### config.mk
export PLATFORM = sky130hd
export DESIGN_NAME = wb_arbiter2
export DESIGN_NICKNAME = d
export VERILOG_FILES = /design/src/rtl/wb_arb_pkg.sv /design/src/rtl/wb_req_slot.sv /design/src/rtl/wb_arbiter2.sv
export SDC_FILE = /design/constraint.sdc
export NUM_CORES = 1
export LEC_CHECK = 0
export BUFFER_PORTS_ARGS = -buffer_cell sky130_fd_sc_hd__buf_2
export CAP_MARGIN = 10
export CORE_MARGIN = 1.5
export CORE_UTILIZATION = 55
export DETAILED_ROUTE_END_ITERATION = 10
export PLACE_DENSITY = 0.84
export SLEW_MARGIN = 5
export SYNTH_ARGS = -nofsm -noshare
export SYNTH_HDL_FRONTEND = slang
export SYNTH_SLANG_ARGS = --single-unit
### constraint.sdc
create_clock -name i_clk -period 3.8 [get_ports i_clk]
set_clock_uncertainty 0.2 [all_clocks]
set_input_delay 0.76 -clock i_clk [delete_from_list [all_inputs] [get_ports i_clk]]
set_output_delay 0.76 -clock i_clk [all_outputs]
set_load 0.01 [all_outputs]
### src/rtl/wb_arb_pkg.sv
// Shared types and helpers for the two-port Wishbone arbiter.
package wb_arb_pkg;

  localparam int unsigned ADDR_W = 32;
  localparam int unsigned DATA_W = 32;
  localparam int unsigned SEL_W  = 4;

  // Request fields captured at strobe time and replayed at issue.
  typedef struct packed {
    logic [ADDR_W-1:0] addr;
    logic [DATA_W-1:0] data_wr;
    logic [SEL_W-1:0]  sel;
    logic              we;
  } wb_req_t;

  // Counter width able to hold a watchdog load value of `cycles`.
  function automatic int unsigned timeout_w(input int unsigned cycles);
    int unsigned w;
    w = 32'($clog2(64'(cycles) + 64'd1));
    return (w < 32'd1) ? 32'd1 : w;
  endfunction

endpackage

### src/rtl/wb_req_slot.sv
// One-entry holding register for a strobe that could not be issued at once.
module wb_req_slot
  import wb_arb_pkg::*;
(
  input  logic    i_clk,
  input  logic    i_rst,
  input  logic    i_load,
  input  logic    i_clr,
  input  wb_req_t i_req,
  output logic    o_valid,
  output wb_req_t o_req
);

  logic    valid_q, valid_d;
  wb_req_t req_q, req_d;

  // Load wins over clear; the two never coincide for a well-behaved port.
  always_comb begin
    valid_d = valid_q;
    req_d   = req_q;
    if (i_clr) begin
      valid_d = 1'b0;
    end
    if (i_load) begin
      valid_d = 1'b1;
      req_d   = i_req;
    end
  end

  // Slot state register.
  always_ff @(posedge i_clk) begin
    if (i_rst) begin
      valid_q <= 1'b0;
      req_q   <= '0;
    end else begin
      valid_q <= valid_d;
      req_q   <= req_d;
    end
  end

  assign o_valid = valid_q;
  assign o_req   = req_q;

endmodule

### src/rtl/wb_arbiter2.sv
// Round-robin arbiter sharing one Wishbone target between fetch (port 0)
// and data (port 1) controllers, with per-port replay slots and a watchdog.
module wb_arbiter2
  import wb_arb_pkg::*;
#(
  parameter int unsigned TIMEOUT_CYCLES = 255
) (
  input  logic        i_clk,
  input  logic        i_rst,
  input  logic        i_wb0_cyc,
  input  logic        i_wb0_stb,
  input  logic        i_wb0_we,
  input  logic [31:0] i_wb0_addr,
  input  logic [31:0] i_wb0_data_wr,
  input  logic [3:0]  i_wb0_sel,
  output logic        o_wb0_ack_c,
  output logic        o_wb0_err_c,
  output logic [31:0] o_wb0_data_rd_c,
  input  logic        i_wb1_cyc,
  input  logic        i_wb1_stb,
  input  logic        i_wb1_we,
  input  logic [31:0] i_wb1_addr,
  input  logic [31:0] i_wb1_data_wr,
  input  logic [3:0]  i_wb1_sel,
  output logic        o_wb1_ack_c,
  output logic        o_wb1_err_c,
  output logic [31:0] o_wb1_data_rd_c,
  output logic        o_wbt_cyc_c,
  output logic        o_wbt_stb_c,
  output logic        o_wbt_we_c,
  output logic [31:0] o_wbt_addr_c,
  output logic [31:0] o_wbt_data_wr_c,
  output logic [3:0]  o_wbt_sel_c,
  input  logic        i_wbt_ack,
  input  logic        i_wbt_err,
  input  logic [31:0] i_wbt_data_rd,
  output logic        o_owner,
  output logic        o_busy,
  output logic        o_timeout
);

  localparam int unsigned TW      = timeout_w(TIMEOUT_CYCLES);
  // Counter holds cycles remaining minus one so it fires exactly at zero.
  localparam int unsigned WD_INIT = (TIMEOUT_CYCLES == 0) ? 0 : TIMEOUT_CYCLES - 1;
  localparam bit          WD_EN   = (TIMEOUT_CYCLES != 0);

  logic          busy_q, busy_d;
  logic          owner_q, owner_d;
  logic          last_q, last_d;
  logic [TW-1:0] wd_q, wd_d;
  wb_req_t       req_q, req_d;

  wb_req_t port0_req, port1_req, slot0_req, slot1_req, issue_req;
  logic    slot0_vld, slot1_vld;
  logic    stb0, stb1, want0, want1;
  logic    live, resp, fire, free, issue, gnt;
  logic    load0, load1, clr0, clr1;

  // Gather the live port fields into request structs.
  always_comb begin
    port0_req.addr    = i_wb0_addr;
    port0_req.data_wr = i_wb0_data_wr;
    port0_req.sel     = i_wb0_sel;
    port0_req.we      = i_wb0_we;
    port1_req.addr    = i_wb1_addr;
    port1_req.data_wr = i_wb1_data_wr;
    port1_req.sel     = i_wb1_sel;
    port1_req.we      = i_wb1_we;
  end

  // Grant decision: a strobe during reset is dropped; ties go to the other port.
  always_comb begin
    stb0      = ~i_rst & i_wb0_stb & i_wb0_cyc;
    stb1      = ~i_rst & i_wb1_stb & i_wb1_cyc;
    want0     = stb0 | (slot0_vld & ~i_rst);
    want1     = stb1 | (slot1_vld & ~i_rst);
    live      = busy_q & ~i_rst;
    resp      = live & (i_wbt_ack | i_wbt_err);
    fire      = WD_EN & live & ~(i_wbt_ack | i_wbt_err) & (wd_q == '0);
    free      = ~i_rst & (~busy_q | i_wbt_ack | i_wbt_err);
    issue     = free & (want0 | want1);
    gnt       = want1 & (~want0 | ~last_q);
    issue_req = gnt ? (slot1_vld ? slot1_req : port1_req)
                    : (slot0_vld ? slot0_req : port0_req);
    clr0      = issue & ~gnt;
    clr1      = issue & gnt;
    load0     = stb0 & ~clr0;
    load1     = stb1 & ~clr1;
  end

  // Transaction tracking: issue loads state, completion or timeout releases it.
  always_comb begin
    busy_d  = busy_q;
    owner_d = owner_q;
    last_d  = last_q;
    req_d   = req_q;
    wd_d    = wd_q;
    if (issue) begin
      busy_d  = 1'b1;
      owner_d = gnt;
      last_d  = gnt;
      req_d   = issue_req;
      wd_d    = TW'(WD_INIT);
    end else begin
      if (resp | fire) begin
        busy_d = 1'b0;
      end
      if (live && (wd_q != '0)) begin
        wd_d = wd_q - TW'(1);
      end
    end
  end

  // Arbiter state registers; last grant resets to port 1 so port 0 wins first.
  always_ff @(posedge i_clk) begin
    if (i_rst) begin
      busy_q  <= 1'b0;
      owner_q <= 1'b0;
      last_q  <= 1'b1;
      req_q   <= '0;
      wd_q    <= '0;
    end else begin
      busy_q  <= busy_d;
      owner_q <= owner_d;
      last_q  <= last_d;
      req_q   <= req_d;
      wd_q    <= wd_d;
    end
  end

  wb_req_slot u_slot0 (
    .i_clk   (i_clk),
    .i_rst   (i_rst),
    .i_load  (load0),
    .i_clr   (clr0),
    .i_req   (port0_req),
    .o_valid (slot0_vld),
    .o_req   (slot0_req)
  );

  wb_req_slot u_slot1 (
    .i_clk   (i_clk),
    .i_rst   (i_rst),
    .i_load  (load1),
    .i_clr   (clr1),
    .i_req   (port1_req),
    .o_valid (slot1_vld),
    .o_req   (slot1_req)
  );

  // Target drive and response routing; responses reach the owner only.
  always_comb begin
    o_wbt_cyc_c     = live | issue;
    o_wbt_stb_c     = issue;
    o_wbt_addr_c    = issue ? issue_req.addr    : req_q.addr;
    o_wbt_data_wr_c = issue ? issue_req.data_wr : req_q.data_wr;
    o_wbt_sel_c     = issue ? issue_req.sel     : req_q.sel;
    o_wbt_we_c      = issue ? issue_req.we      : req_q.we;
    o_wb0_ack_c     = live & ~owner_q & i_wbt_ack;
    o_wb0_err_c     = live & ~owner_q & (i_wbt_err | fire);
    o_wb1_ack_c     = live & owner_q & i_wbt_ack;
    o_wb1_err_c     = live & owner_q & (i_wbt_err | fire);
    o_wb0_data_rd_c = i_wbt_data_rd;
    o_wb1_data_rd_c = i_wbt_data_rd;
    o_owner         = ~i_rst & owner_q;
    o_busy          = live;
    o_timeout       = fire;
  end

endmodule
==> flow_summary.toml, run 1 <==
[run_status]
status = "finished, final reports clean"

[placed_design]
dp_hpwl_um = 18100
port_buffers = 223
gp_congestion = 0.778

[job]
cap_violations = 0

[pwr]
p_leak_nw = 5.34
switchingPower_mw = 1.51
comb_power_share_pct = 15.8
power_frac_seq_pct = 42.2
p_int_mw = 4.31
clockPowerShare_pct = 42.0
powerDensity_mw_per_mm2 = 454
ir_worst_vdd_mv = 0.352
swShare_pct = 26.0

[drt]
firstDrtPassIters = 5
wl_um = 29200
wl_met1_um = 12300
vias = 9754
ant_nets = 0
drt_iter0_drc = 550
wl_per_cell_um = 17.5
viasPerCell = 5.84
drcViolationCount = 0
route.top_layer_used = "met4"
met3WireLength_um = 1990
dr_wl_met2_um = 14100

[setup_path]
crit_fanout = 71
endpoint_kind = "primary output"
worst_setup_path_start_kind = "flop"
worstSetupPathType = "reg -> out"
cp.required_ps = 2840
arrival_ps = 2620

[sta]
hold-worst-slack_ps = 271
min_period_ps = 3580
slew_headroom_pct = 48.0
finalSetupViolCount = 0
max_freq_mhz = 280
fin_tns_setup_ps = 0
finalHoldViolCount = 0
slew_viol_final = 0
finalCritPeriodShare_pct = 94.1
worst_pin_slew_ps = 780
rsz0062_at_grt = "false"

[layout]
syn_to_final_growth_pct = 14.5
antenna_cells = 0
nets = 1567
nFillCells = 1566
layout-drive-gt1-share_pct = 35.6
multi_input_area_mm2 = 0.00586
seqCellArea_mm2 = 0.00441

[grt]
grt_use_total_pct = 26.4
antenna_found_initial = 1
grt_max_degree = 128
gr-total-overflow = 0
grt_pass1_vias = 9562
grt_pass1_wl_um = 47000

[clocking]
clock-sinks = 220
htreeDepth = 1
cts_buffer_depth = 3
cts_root_buffer = "clkbuf_16"
clkLatencyLatePin_ps = 510
clk_pin_slew_ps = 60
cts_tree = "yes"
postCtsHoldBufs = 0
numCtsBuffers = 24

[hold_path]
hold_path_class = "reg -> reg"

[floorplan]
io-pin-count = 320
start_util_pct = 56.7
die-area_mm2 = 0.0212
num_rows = 51
die_w_um = 146
die_y_um = 146
fp.coreArea_mm2 = 0.0197

[logic_synthesis]
synthesis.nets = 1468
yosysTopAreaCell = "dfxtp_1"
avgSynthCellArea_um2 = 8.68
syn-cell-area_mm2 = 0.0112
synth_area_leaders = "dfxtp_1, mux2_2, nand2_1"
synth_cell_types = 38
ys_warn_count = 0
synth-main-ff-cell = "dfxtp_1"
netlist.area_leader.share_pct = 39.4
ys_async_sr_fraction_pct = 0
synth_commonest_cells = "dfxtp_1, nand2_1, mux2_2"
synth_edf_count = 0
yosysMostFrequentCell = "dfxtp_1"
ys_seq_area_share_pct = 39.4
syn_inst = 1288
ys_seq_elements = 220
[logic make-up after synthesis]
logic type,after synthesis,synth area share [%]
xor+xnor,6,0.470
buf+inv,173,8.37
compound gates,231,11.8
fa+ha+maj,2,0.224
mux,208,20.9
flops,220,39.4
simple gates,448,18.8
[metal layers]
metal / global-route usage (%) / up-vias
met5: 0 / -
met4: 8.21 / 0
met1: 33.7 / 4673
met2: 45.4 / 372
li1: - / 4643
met3: 4.83 / 66
[worst max-delay path, stage by stage (launching register included)]
cell	delay, ps
dfxtp_4	630
a21oi_1	220
a2111oi_4	420
buf_12	380
nand2_1	170
nand3_1	120
buf_2	130
[registers in the layout (all words and copies together), names as in the netlist, 8 cells and up]
register       count
u_slot1.o_req     69
wd_q               8
u_slot0.o_req     69
req_q             69
[timing repair]
item,in CTS,in global routing
resized for setup,0,0
setup endpoints to repair,0,43
setup buffers,0,1
[power by group through the flow]
stage	sequential, mW	combinational [mW]	clock, mW
after floorplan	2.48	0.667	0
after global placement	2.50	0.887	0
after detailed placement	2.51	0.900	0
after CTS	2.46	0.909	2.49
after global routing	2.46	0.997	2.60
final	2.46	0.919	2.44
[cell usage in the layout (no fill, tap or decap), drive strengths merged, types with 2 or more instances in the layout]
cell type  synthesis  routed
buf               90     240
dfxtp            220     220
nand2            212     212
mux2             208     208
nand3            139     139
a21oi             81      81
o21ai             71      71
nor2b             70      70
a31oi             69      69
clkbuf            77      36
nor3               7       7
nor2               7       7
inv                6       6
xor2               4       4
bufinv             0       3
clkinv             0       3
a21o               3       3
a2111oi            2       2
or2                2       2
nor4b              2       2
xnor2              2       2
ha                 2       2
nor3b              2       2
a211o              2       2
[worst paths after layout]
kind | start | to | slack, ps | depth (start not counted)
setup / recovery | u_slot0.o_valid | o_wbt_addr_c[22] | 220 | 6
hold / removal | u_slot1.o_req[58] | u_slot1.o_req[58] | 270 | 2
hold reg to reg | u_slot1.o_req[58] | u_slot1.o_req[58] | 270 | 2
setup reg to reg | busy_q | u_slot0.o_req[37] | 1190 | 5
[metrics by stage]
stage               setup WS [ps]  instance area [um2]  power (mW)  instances  util [%]
finish                        224                12800        5.82       1669      65.0
global route                  101                12800        6.06       1669      65.0
CTS                          60.1                12800        5.86       1668      64.9
detailed placement            436                11900        3.41       1625      60.6
global placement              467                11900        3.39       1625      60.6
floorplan                     871                11200        3.15       1288         -
[layout make-up]
class	count	share of cell area, %
Tap cell	265	2.59
Clock inverter	7	0.879
Inverter	6	0.176
Sequential cell	220	34.4
Multi-Input combinational cell	895	45.8
Timing Repair Buffer	240	10.4
Clock buffer	36	5.68
(Power assumes the default switching activity.)
==> run 2, diff against run 1 <==
--- a/config.mk
+++ b/config.mk
@@ -10,7 +10,7 @@
 export CORE_MARGIN = 1.5
 export CORE_UTILIZATION = 55
 export DETAILED_ROUTE_END_ITERATION = 10
-export PLACE_DENSITY = 0.84
+export PLACE_DENSITY = 0.92
 export SLEW_MARGIN = 5
 export SYNTH_ARGS = -nofsm -noshare
 export SYNTH_HDL_FRONTEND = slang
==> run 2 against run 1 <==
  * Via count increased by 2.2%
  * Maximum frequency decreased by 1.1%
  * Critical path depth unchanged
  * Routed wire length increased by 3.3%
  * Sequential cell count unchanged
  * Largest cell class unchanged
  * Highest routed layer unchanged
==> flow_summary.toml, run 2 (synthesis gave the netlist of run 1 again) <==
[floorplan]
die_y_um = 146
start_util_pct = 56.7
die-area_mm2 = 0.0212
num_rows = 51
io-pin-count = 320
die_w_um = 146
fp.coreArea_mm2 = 0.0197

[layout]
mostFrequentLayoutCells = "buf_2, dfxtp_1, nand2_1, mux2_2, nand3_1"
nFillCells = 1513
syn_to_final_growth_pct = 14.8
layout-drive-gt1-share_pct = 35.8
nets = 1568
final_common_cell = "buf_2"
fin_area_mm2 = 0.0128
fin_util_pct = 65.1

[drt]
met3WireLength_um = 1920
firstDrtPassIters = 6
ant_nets = 0
viasPerCell = 5.96
dr_wl_met2_um = 14800
vias = 9969
drt_iter0_drc = 598
wl_um = 30100
route.top_layer_used = "met4"
wl_per_cell_um = 18.0
drcViolationCount = 0
wl_met1_um = 12200

[setup_path]
crit_fanout = 31
cp_cell_sequence = "a21oi_1 > a2111oi_4 > buf_4 > nand2_1 > nand3_1 > buf_2"
slowest_delay_ps = 660
endpoint_kind = "primary output"
critPathSlowestCell = "dfxtp_4"
timing.rr.start = "wd_q[0]"
worst_setup_path_start_kind = "flop"
reg2reg_depth = 6
critPathTopFamily = "flip-flops"
cp.required_ps = 2840
path_buf_inv = 2
r2r_slack_ps = 1330
worstSetupPathType = "reg -> out"
arrival_ps = 2650
r2r_end = "wd_q[1]"

[clocking]
cts_tree = "yes"
htreeDepth = 1
clock-sinks = 220
cts_root_buffer = "clkbuf_16"
postCtsHoldBufs = 0
clkLatencyLatePin_ps = 510
cts_setup_buffers = 0
cts_buffer_depth = 3
cts_resized = 0
clk_pin_slew_ps = 60
numCtsBuffers = 24

[sta]
fin_tns_setup_ps = 0
max_freq_mhz = 277
finalCritPeriodShare_pct = 95.1
worst_pin_slew_ps = 861
slew_viol_final = 0
finalSetupViolCount = 0
slew_headroom_pct = 42.6
finalHoldViolCount = 0
min_period_ps = 3610
hold-worst-slack_ps = 274
rsz0062_at_grt = "false"

[hold_path]
min_path_cells = 2
hold_path_class = "reg -> reg"
min-delay-start = "u_slot1.o_req[6]"
hold-path-endpoint = "u_slot1.o_req[6]"

[pwr]
p_leak_nw = 5.36
powerDensity_mw_per_mm2 = 458
ir_worst_vdd_mv = 0.320

[grt]
grt_pass1_wl_um = 48700
grt_use_total_pct = 27.5
grt_pass1_vias = 10023
antenna_found_initial = 3
gr-total-overflow = 0
grt_max_degree = 70

[placed_design]
gp_congestion = 0.807
port_buffers = 223
dp_hpwl_um = 18600
place_area_mm2 = 0.0120

[job]
cap_violations = 0

[run_status]
status = "finished, final reports clean"
run 2: worst max-delay path by stage:
stage	from	cells after the start	endpoint	slack [ps]
finish	u_slot0.o_valid	6	o_wbt_sel_c[2]	190
global route	u_slot0.o_valid	6	o_wbt_sel_c[2]	40
CTS	u_slot0.o_valid	6	o_wbt_sel_c[2]	170
detailed placement	i_wb0_cyc	7	o_wbt_addr_c[2]	510
global placement	i_wb0_cyc	7	o_wbt_addr_c[2]	520
floorplan	i_wb0_cyc	5	o_wbt_addr_c[0]	870
run 2: power breakdown:
part | total [mW] | switching [mW] | internal (mW)
clock | 2.50 | 0.932 | 1.56
combinational | 0.921 | 0.535 | 0.386
sequential | 2.46 | 0.0605 | 2.40
run 2: area by class of cell:
| type | instances | area (um2) | share of cell area (%) |
|---|---|---|---|
| Multi-Input combinational cell | 895 | 5860 | 45.7 |
| Sequential cell | 220 | 4410 | 34.4 |
| Timing Repair Buffer | 241 | 1330 | 10.4 |
| Clock buffer | 37 | 793 | 6.18 |
| Tap cell | 265 | 332 | 2.58 |
| Clock inverter | 5 | 75.1 | 0.585 |
| Inverter | 6 | 22.5 | 0.175 |
| Antenna cell | 3 | 7.51 | 0.0585 |
run 2: per-layer routing:
layer / GRT usage [%] / vias up
met2: 47.9 / 400
li1: - / 4642
met3: 5.42 / 101
met5: 0 / -
met1: 32.3 / 4826
met4: 13.4 / 0
run 2: per-stage QoR:
step,total power [mW],setup slack [ps],std cells
5_1_grt,6.09,40.6,1671
3_5_place_dp,3.42,510,1627
4_1_cts,5.91,167,1669
3_3_place_gp,3.39,521,1627
6_report,5.88,186,1672
2_1_floorplan,3.15,871,1288
run 2: tightest hold or removal path, cell delays in order (launching register included):
cell and delay, ps:
dfxtp_1 300, o21ai_0 60, a21oi_1 60
